===== src/rtl/fifo_pkg.sv =====
// Shared sizing helpers and default thresholds for the threshold FIFO.
package fifo_pkg;

   localparam int DEF_DEPTH     = 8;
   localparam int DEF_AF_MARGIN = 2;
   localparam int DEF_AE_LEVEL  = 2;

   function automatic int cnt_w(input int depth);
      return $clog2(depth + 1);
   endfunction

   function automatic int ptr_w(input int depth);
      return (depth > 1) ? $clog2(depth) : 1;
   endfunction

   typedef logic [ptr_w(DEF_DEPTH)-1:0] ptr_idx_t;

endpackage


===== src/rtl/fifo_mem.sv =====
// Simple dual-port storage array with a registered read port.
// The read register is the FIFO output word; the array itself is never reset.
module fifo_mem
   import fifo_pkg::*;
#(
   parameter int DEPTH      = DEF_DEPTH,
   parameter int DATA_WIDTH = 8
) (
   input  logic                        clk,
   input  logic                        rst_n,
   input  logic                        i_we,
   input  logic [ptr_w(DEPTH)-1:0]     i_waddr,
   input  logic [DATA_WIDTH-1:0]       i_wdata,
   input  logic                        i_re,
   input  logic [ptr_w(DEPTH)-1:0]     i_raddr,
   output logic [DATA_WIDTH-1:0]       o_rdata
);

   logic [DATA_WIDTH-1:0] r_mem [DEPTH];

   always_ff @(posedge clk) begin
      if (i_we) r_mem[i_waddr] <= i_wdata;
   end

   // A read of the slot being overwritten in the same cycle returns the old word.
   always_ff @(posedge clk or negedge rst_n) begin
      if (!rst_n)    o_rdata <= '0;
      else if (i_re) o_rdata <= r_mem[i_raddr];
   end

endmodule


===== src/rtl/sync_fifo_thr.sv =====
// Single-clock FIFO with occupancy count and almost-full/almost-empty thresholds.
// Define SYNC_FIFO_ERR_FLAGS_EN to add sticky overflow/underflow outputs.
module sync_fifo_thr
   import fifo_pkg::*;
#(
   parameter int DEPTH      = DEF_DEPTH,
   parameter int DATA_WIDTH = 8,
   parameter int AF_LEVEL   = DEPTH - DEF_AF_MARGIN,
   parameter int AE_LEVEL   = DEF_AE_LEVEL
) (
   input  logic                        clk,
   input  logic                        rst_n,
   input  logic                        wren,
   input  logic [DATA_WIDTH-1:0]       i_data,
   input  logic                        rden,
   output logic [DATA_WIDTH-1:0]       o_data,
   output logic                        o_valid,
   output logic                        full,
   output logic                        empty,
   output logic                        almost_full,
   output logic                        almost_empty,
`ifdef SYNC_FIFO_ERR_FLAGS_EN
   output logic                        overflow,
   output logic                        underflow,
`endif
   output logic [cnt_w(DEPTH)-1:0]     count
);

   localparam int PTR_W = ptr_w(DEPTH);
   localparam int CNT_W = cnt_w(DEPTH);
   localparam logic [PTR_W-1:0] LAST_IDX = PTR_W'(DEPTH - 1);
   localparam logic [CNT_W-1:0] DEPTH_C  = CNT_W'(DEPTH);
   localparam logic [CNT_W-1:0] AF_C     = CNT_W'(AF_LEVEL);
   localparam logic [CNT_W-1:0] AE_C     = CNT_W'(AE_LEVEL);

   if (AF_LEVEL > DEPTH || AE_LEVEL >= DEPTH) begin : g_bad_levels
      $error("sync_fifo_thr: AF_LEVEL must be <= DEPTH and AE_LEVEL < DEPTH");
   end

   logic [PTR_W-1:0] r_wptr;
   logic [PTR_W-1:0] r_rptr;
   logic             w_rd_acc;
   logic             w_wr_acc;
   logic [CNT_W-1:0] w_cnt_nxt;

   assign w_rd_acc = rden & ~empty;
   assign w_wr_acc = wren & (~full | w_rd_acc);

   always_comb begin
      w_cnt_nxt = count;
      if (w_wr_acc && !w_rd_acc)      w_cnt_nxt = count + CNT_W'(1);
      else if (w_rd_acc && !w_wr_acc) w_cnt_nxt = count - CNT_W'(1);
   end

   // Flags come from the next count so they line up with count itself.
   always_ff @(posedge clk or negedge rst_n) begin
      if (!rst_n) begin
         r_wptr       <= '0;
         r_rptr       <= '0;
         count        <= '0;
         o_valid      <= 1'b0;
         full         <= 1'b0;
         empty        <= 1'b1;
         almost_full  <= (AF_LEVEL == 0);
         almost_empty <= 1'b1;
      end else begin
         if (w_wr_acc) r_wptr <= (r_wptr == LAST_IDX) ? '0 : r_wptr + PTR_W'(1);
         if (w_rd_acc) r_rptr <= (r_rptr == LAST_IDX) ? '0 : r_rptr + PTR_W'(1);
         count        <= w_cnt_nxt;
         o_valid      <= w_rd_acc;
         full         <= (w_cnt_nxt == DEPTH_C);
         empty        <= (w_cnt_nxt == '0);
         almost_full  <= (w_cnt_nxt >= AF_C);
         almost_empty <= (w_cnt_nxt <= AE_C);
      end
   end

`ifdef SYNC_FIFO_ERR_FLAGS_EN
   always_ff @(posedge clk or negedge rst_n) begin
      if (!rst_n) begin
         overflow  <= 1'b0;
         underflow <= 1'b0;
      end else begin
         if (wren & full & ~w_rd_acc) overflow  <= 1'b1;
         if (rden & empty)            underflow <= 1'b1;
      end
   end
`endif

   fifo_mem #(
      .DEPTH      (DEPTH),
      .DATA_WIDTH (DATA_WIDTH)
   ) u_mem (
      .clk     (clk),
      .rst_n   (rst_n),
      .i_we    (w_wr_acc),
      .i_waddr (r_wptr),
      .i_wdata (i_data),
      .i_re    (w_rd_acc),
      .i_raddr (r_rptr),
      .o_rdata (o_data)
   );

endmodule

===== config.mk =====
export PLATFORM = sky130hd
export DESIGN_NAME = sync_fifo_thr
export DESIGN_NICKNAME = d
export VERILOG_FILES = /design/src/rtl/fifo_pkg.sv /design/src/rtl/fifo_mem.sv /design/src/rtl/sync_fifo_thr.sv
export SDC_FILE = /design/constraint.sdc
export NUM_CORES = 1
export LEC_CHECK = 0
export CORE_MARGIN = 5
export CORE_UTILIZATION = 61
export CTS_CLUSTER_SIZE = 30
export DETAILED_ROUTE_END_ITERATION = 10
export PLACE_DENSITY_LB_ADDON = 0.08
export SETUP_SLACK_MARGIN = 0.05
export SLEW_MARGIN = 20
export SYNTH_ARGS = -nofsm -noshare
export SYNTH_HDL_FRONTEND = slang
export SYNTH_SLANG_ARGS = --single-unit

===== constraint.sdc =====
create_clock -name clk -period 4.9 [get_ports clk]
set_input_delay 0.98 -clock clk [delete_from_list [all_inputs] [get_ports clk]]
set_output_delay 0.98 -clock clk [all_outputs]
set_load 0.02 [all_outputs]

; Word-level counts from Yosys, hierarchy flattened
; Memory sizes are Yosys's and may differ from the RTL's. A register that Yosys moved wholly into a read port is not among the register bits.
; Cells that the tools add are included.
[classes]
addsub = 4
mul = 0
div = 0
order_cmp = 2
eq_ne = 3
shifts = 0
n_mux = 6
bitwise_logic = 5
n_reduce_logical = 6
[ops]
columns = cell, count
row1 = two-way mux 4 bit, 2
row2 = adder 3 x 1 -> 3 bit (second input constant), 2
row3 = equality test 3 bit (second input constant), 2
row4 = two-way mux 3 bit, 2
row5 = adder 4 x 1 -> 4 bit (second input constant), 1
row6 = equality test 4 bit (second input constant), 1
row7 = >= comparator 4 x 3 -> 1 bit (second input constant), 1
row8 = less-or-equal comparator 4 x 2 -> 1 bit (second input constant), 1
row9 = logical NOT 4 bit, 1
row10 = subtractor 4 x 1 -> 4 bit (second input constant), 1
row11 = logical NOT 1 bit, 3
row12 = bitwise AND 1 bit, 2
row13 = logical AND 1 bit, 2
row14 = two-way mux 1 bit, 2
row15 = inverter 1 bit, 2
row16 = bitwise OR 1 bit, 1
[totals]
reg_bits = 15
latchBits = 0
mem_bits_rw = 64
romBits = 0
input_bits = 12
out_inout_bits = 17
elab_cells = 35
n_memories = 1
[mem_list]
columns = name, words, width, rd, rd_clocked_by_memory_dff, wr, line_no
row1 = u_mem.r_mem, 8, 8, 1, 1, 1, fifo_mem.sv:19  ; logic [DATA_WIDTH-1:0] r_mem [DEPTH];

; Depth between registers and ports, before layout
; Gate-level depths: netlist (run 1).
[depth]
depth_word = 9
mapped_depth = 7
depth_no_buf = 6

; Modules after synthesis
; Synthesis (run 1) repeated with hierarchy kept, for this count alone.
[unflattened]
cells_unflattened = 230
area_unflattened_um2 = 3598.5
[by_module_without_submodules]
columns = mod, instances, cells_each, area_each_um2, seq_area_each_um2
row1 = fifo_mem, 1, 169, 2861.5, 2122.0
row2 = sync_fifo_thr, 1, 61, 737.0, 377.9

; Worst setup path after synthesis (run 1)
; Ideal clock, no wire load.
[synth_timing]
path_kind = input port to flip-flop
startpoint = input rden
endpoint = memory u_mem.r_mem[0][0] (enable)
setup_time_ps = 395
arrival_ps = 2227
required_time_ps = 4505
setup_slack_ps = 2278
stages = 5
n_path_buf = 1
path_cell_list = nand2b_1 buf_6 nand2_1 nand2_1 nor4_1
[synth_via]
elab_chain_len = 5
[synth_lines]
columns = item, line_no
row1 = from (decl), sync_fifo_thr.sv:15  ; input logic rden,
row2 = bitwise AND 1 bit, sync_fifo_thr.sv:46  ; assign w_rd_acc = rden & ~empty;
row3 = bitwise OR 1 bit, sync_fifo_thr.sv:47  ; assign w_wr_acc = wren & (~full | w_rd_acc);
row4 = bitwise AND 1 bit, sync_fifo_thr.sv:47
row5 = two-way mux 1 bit, fifo_mem.sv:22  ; if (i_we) r_mem[i_waddr] <= i_wdata;
row6 = two-way mux 1 bit (not written as such), fifo_mem.sv:22
row7 = to (decl), fifo_mem.sv:19
; Every way passes these cells.

; Final worst setup path (run 1)
[layout_timing]
startpoint = input rden
endpoint = memory u_mem.r_mem[6][3] (enable)
; The elaborated chain is that of the path after synthesis.

==> flow_summary.json, run 1 <==
{
  "status": "finished, final reports clean",
  "slew_headroom": 0.291,
  "die-area_um2": 7380,
  "gr-total-overflow": 0,
  "timing.critical_path.fanout_max": 26,
  "synthFlopType": "edfxtp_1",
  "num-fill-cells": 368,
  "cts_buffer_depth": 2,
  "ys_ff_latch": 87,
  "synth_edf_count": 64,
  "cts_setup_buffers": 0,
  "path_clk_slew_ns": 0.08,
  "place.gp.congestion": 0.819,
  "holdPathStages": 2,
  "finalCritPeriodShare": 0.674,
  "arrival_ns": 3.26,
  "multi_input_area_um2": 965,
  "tns_ns": 0,
  "pin_count": 29,
  "setup_viol": 0,
  "grt_usage": 0.190,
  "drive_above_1_share": 0.198,
  "synth_area_um2": 3510,
  "syn_area_per_cell_um2": 17.5,
  "die_height_um": 85.9,
  "antenna_left": 0,
  "maxCapViolations": 0,
  "grt_max_degree": 27,
  "netlist_instances": 201,
  "finalPower_w": 0.00241,
  "cts_buffers": 9,
  "initial_core_util": 0.634,
  "route.met2.wl_um": 3240,
  "crit_required_ns": 4.86,
  "dieWidth_um": 85.9,
  "ys_seq_area_frac": 0.712,
  "ir_drop_uv": 341,
  "hold_viol_final": 0,
  "cts_tree": "done",
  "reg2reg_slack_ns": 2.25,
  "drv_slew": 0,
  "yosysMostFrequentCell": "edfxtp_1",
  "pre_cts_ws_ns": 1.18,
  "leakage_nw": 1.44,
  "rr_endpoint": "u_mem.r_mem[6][3]",
  "clock-sinks": 87,
  "end_kind": "flip-flop",
  "hold_path.class": "flip-flop to flip-flop",
  "synth.top_cell.area_share": 0.547,
  "viasPerCell": 5.95,
  "wl_per_cell_um": 20.2,
  "drt-initial-drc-count": 112,
  "synth_nets": 219,
  "drc": 0,
  "antenna_found_initial": 0,
  "timing.final.ws_setup_ns": 1.60,
  "skew_ns": 0.0125,
  "yosysTopAreaCell": "edfxtp_1",
  "cts_resized": 0,
  "grt_pass1_vias": 1872,
  "ff2ff_path_depth": 4,
  "cts-root-buf": "clkbuf_8",
  "worstSetupStartpointType": "input port",
  "grt_pass1_wl_um": 10000,
  "hold_end": "u_mem.o_rdata[3]",
  "hpwlAfterDp_um": 4370,
  "synth_cell_types": 33,
  "period_minus_slack_ns": 3.30,
  "hold_start": "u_mem.o_rdata[3]",
  "antennaDiodeCount": 0,
  "highest_layer": "met4",
  "hold_ws_ns": 0.494,
  "regToRegStartpoint": "empty",
  "io_buffers": 28,
  "placed_area_um2": 3840,
  "fmax_mhz": 303,
  "yosys-top-cells-count": "edfxtp_1, dfrtp_1, nand2_1",
  "yosys-top-cells-area": "edfxtp_1, dfrtp_1, mux4_2",
  "p_per_area_nw_per_um2": 598,
  "rows": 27,
  "worstSkewPairLatency_ns": 0.34,
  "area_growth_pct": 14.7,
  "final_area_um2": 4030,
  "routed_wl_um": 6260,
  "rsz0062_at_grt": "false",
  "yosysWarnings": 0,
  "vias": 1839,
  "path_class": "input port to flip-flop",
  "async_flop_share": 0.264,
  "seq_area_um2": 2500,
  "nets": 251,
  "wl_met3_um": 312,
  "core_area_um2": 5540,
  "first_pass_iters": 4,
  "worst_pin_slew_ns": 1.06,
  "cts_htree_levels": 3,
  "ctsHoldBuffers": 0,
  "wl_met1_um": 2630
}
[where the power goes]
part           switching, W  internal [W]  total [W]
combinational      0.000380      0.000401   0.000782
sequential         0.000188      0.000975    0.00116
clock              0.000235      0.000232   0.000468
total              0.000804       0.00161    0.00241
[flip-flops by register name, summed over array words and instances (netlist names)]
register       cells
r_rptr             3
r_wptr             3
empty              1
full               1
o_valid            1
count              4
u_mem.o_rdata      8
almost_full        1
u_mem.r_mem       64
almost_empty       1
[metal layers]
metal / up-vias / GRT usage
met1: 939 / 0.252
met4: 0 / 0.0820
met5: - / 0
met3: 8 / 0.0375
met2: 55 / 0.307
li1: 837 / -
[how the worst max path moves through the flow]
stage                     start                end  slack (ns)
after CTS                  rden  u_mem.r_mem[2][3]        1.53
after detailed placement   rden  u_mem.r_mem[2][5]        1.18
after global routing       rden  u_mem.r_mem[6][5]        1.39
final                      rden  u_mem.r_mem[6][3]        1.60
after global placement     rden  u_mem.r_mem[4][4]        1.33
after floorplan            rden  u_mem.r_mem[0][0]        2.28
[layout by cell type (no fill, tap or decap), types with 2 or more instances in the layout]
master / netlist / routed
dfstp_2: 2 / 2
edfxtp_1: 64 / 64
mux4_2: 16 / 16
nor3b_2: 2 / 2
o21ai_1: 2 / 2
inv_1: 3 / 3
nor3_2: 0 / 3
o21ai_0: 11 / 11
clkinvlp_4: 0 / 2
clkbuf_8: 0 / 9
clkbuf_1: 2 / 2
clkdlybuf4s50_1: 0 / 27
nand3_1: 2 / 2
nand2b_1: 3 / 3
mux2_2: 2 / 2
mux2i_1: 8 / 8
ha_1: 6 / 6
nor3_1: 10 / 7
nor2_1: 4 / 4
nor4_1: 2 / 2
a21o_1: 3 / 3
a21oi_1: 2 / 2
nand2_1: 20 / 20
dfrtp_1: 21 / 20
[critical path: stages]
cell,delay [ns]
clkdlybuf4s50_1,0.48
nand2b_1,0.42
nand2_1,0.24
nand2_1,0.22
nor3_1,0.91
[cells by family after synthesis]
| kind of cell | count (synthesis) | share of synthesized area |
|---|---|---|
| adder cells (fa/ha/maj) | 6 | 0.0214 |
| buffers and inverters | 11 | 0.0182 |
| AND/OR/NAND/NOR | 46 | 0.0652 |
| AO/OA/AOI/OAI | 22 | 0.0402 |
| multiplexers | 26 | 0.132 |
| flip-flops | 87 | 0.712 |
| XOR/XNOR | 3 | 0.0118 |
[per-stage QoR]
| step | util | std cells |
|---|---|---|
| floorplan | - | 201 |
| CTS | 0.726 | 309 |
| finish | 0.728 | 309 |
| global placement | 0.693 | 294 |
| global route | 0.728 | 309 |
| detailed placement | 0.693 | 294 |
[layout make-up]
type	count	area share
flip-flops and latches	87	0.620
multi-input cells	103	0.239
repair buffers	29	0.0701
clock buffers	11	0.0326
well taps	72	0.0223
clock inverters	4	0.0124
inverters	3	0.00279
Power figures use the tool's default switching activity.
==> run 2, diff against run 1 <==
CORE_UTILIZATION = 51   (was 61)
clock period = 2.9 ns   (was 4.9 ns; I/O delays follow)
==> run 2 against run 1 <==
Net effect: count of clock-buffer cells in the layout decreased by 2; sequential share of layout area decreased by 1.6 points; cell area increased by 2.5%; core utilization decreased by 12 points; clock power increased by 83%; routed wire length increased by 8.1%; non-clock buffer count increased by 11; clock skew decreased by 0.0053 ns; combinational power increased by 80%.
==> flow_summary.json, run 2 (synthesis gave the netlist of run 1 again) <==
{
  "gr-total-overflow": 0,
  "num-fill-cells": 489,
  "path_class": "flip-flop to output pin",
  "vias": 1867,
  "hpwlAfterDp_um": 4440,
  "cts-root-buf": "clkbuf_8",
  "area_growth_pct": 17.6,
  "regMostFlops": "u_mem.r_mem",
  "finalPower_w": 0.00420,
  "rows": 30,
  "fin_util": 0.612,
  "final_common_cell": "edfxtp_1",
  "finalCritPeriodShare": 0.727,
  "setup_viol": 0,
  "cts_htree_levels": 3,
  "crit_required_ns": 2.32,
  "ctsHoldBuffers": 0,
  "worst_pin_slew_ns": 0.841,
  "cts_setup_buffers": 0,
  "dp.cells": 313,
  "viasPerCell": 5.67,
  "crit_chain": "clkdlybuf4s50_1",
  "multi_input_area_um2": 950,
  "maxCapViolations": 0,
  "drive_above_1_share": 0.225,
  "cp_slowest_cell": "clkdlybuf4s50_1",
  "final_cell_mix": "edfxtp_1, clkdlybuf4s50_1, dfrtp_1, nand2_1, mux4_2",
  "drt-initial-drc-count": 94,
  "die-area_um2": 8650,
  "dieWidth_um": 93,
  "antenna_found_initial": 0,
  "cp_slowest_stage_delay_ns": 0.66,
  "cts_resized": 0,
  "fmax_mhz": 475,
  "hold_path.class": "flip-flop to flip-flop",
  "io_buffers": 28,
  "period_minus_slack_ns": 2.11,
  "worstSkewPairLatency_ns": 0.35,
  "largest_reg_flops": 64,
  "pre_cts_ws_ns": 0.558,
  "path_clk_slew_ns": 0.08,
  "clock-sinks": 87,
  "pin_count": 29,
  "tns_ns": 0,
  "top_regs": "u_mem.r_mem x64, u_mem.o_rdata x8, count x4",
  "nets": 262,
  "cts_tree": "done",
  "initial_core_util": 0.520,
  "wl_per_cell_um": 20.6,
  "first_pass_iters": 4,
  "slew_headroom": 0.439,
  "core_area_um2": 6760,
  "cts_buffers": 9,
  "place.gp.congestion": 1.01,
  "path_buf_inv": 1,
  "antenna_left": 0,
  "grt_pass1_vias": 2041,
  "leakage_nw": 1.51,
  "arrival_ns": 1.53,
  "cts_buffer_depth": 2,
  "timing.final.ws_setup_ns": 0.793,
  "p_per_area_nw_per_um2": 1020,
  "grt_max_degree": 26,
  "status": "finished, final reports clean",
  "grt_pass1_wl_um": 11000,
  "antennaDiodeCount": 0,
  "die_height_um": 93,
  "path_delay_family": "buffers and inverters",
  "grt_usage": 0.177,
  "drc": 0,
  "drv_slew": 0,
  "worstSetupStartpointType": "flip-flop",
  "timing.critical_path.fanout_max": 9,
  "reg2reg_slack_ns": 0.92,
  "hold_viol_final": 0,
  "ir_drop_uv": 402,
  "skew_ns": 0.00718,
  "rsz0062_at_grt": "false",
  "end_kind": "output pin",
  "final_cells": 329,
  "seq_area_um2": 2500,
  "routed_wl_um": 6760
}
==> run 2: report_power, final <==
part           internal (W)  total [W]  switching, W  leakage, nW
Sequential          0.00164    0.00193      0.000286        0.857
Combinational      0.000722    0.00141      0.000693        0.551
Clock              0.000410   0.000857      0.000447        0.106
==> run 2: worst paths after layout <==
| kind | end | cells past startpoint | startpoint |
|---|---|---|---|
| hold / removal | u_mem.o_rdata[7] | 2 | u_mem.o_rdata[7] |
| setup reg to reg | u_mem.o_rdata[1] | 4 | r_rptr[0] |
| max in group asynchronous | almost_empty | 2 | rst_n |
| setup / recovery | count[0] | 1 | count[0] |
| min in group asynchronous | almost_full | 2 | rst_n |
| hold reg to reg | u_mem.o_rdata[7] | 2 | u_mem.o_rdata[7] |
==> run 2: cell type report <==
| class | instances | area share |
|---|---|---|
| Sequential cell | 87 | 0.605 |
| Multi-Input combinational cell | 103 | 0.230 |
| Timing Repair Buffer | 40 | 0.0896 |
| Clock buffer | 9 | 0.0300 |
| Tap cell | 80 | 0.0242 |
| Clock inverter | 7 | 0.0188 |
| Inverter | 3 | 0.00272 |
==> run 2: worst min-delay path: stages (launching register included) <==
cell	delay [ns]
dfrtp_1	0.35
nand2_1	0.05
o21ai_0	0.06
==> run 2: metal layers <==
layer | share of wire | GRT usage | wire length [µm]
met1 | 0.41 | 0.208 | 2780
met2 | 0.54 | 0.310 | 3680
met3 | 0.031 | 0.0314 | 211
met4 | 0.014 | 0.0891 | 94
met5 | 0 | 0 | 0
==> run 2: through the flow <==
step                      instance area [µm²]  hold slack, ns
after detailed placement                 3930           0.485
final                                    4130           0.496
after CTS                                4130           0.505
after global placement                   3930           0.472
after global routing                     4130           0.548
after floorplan                          3510           0.284
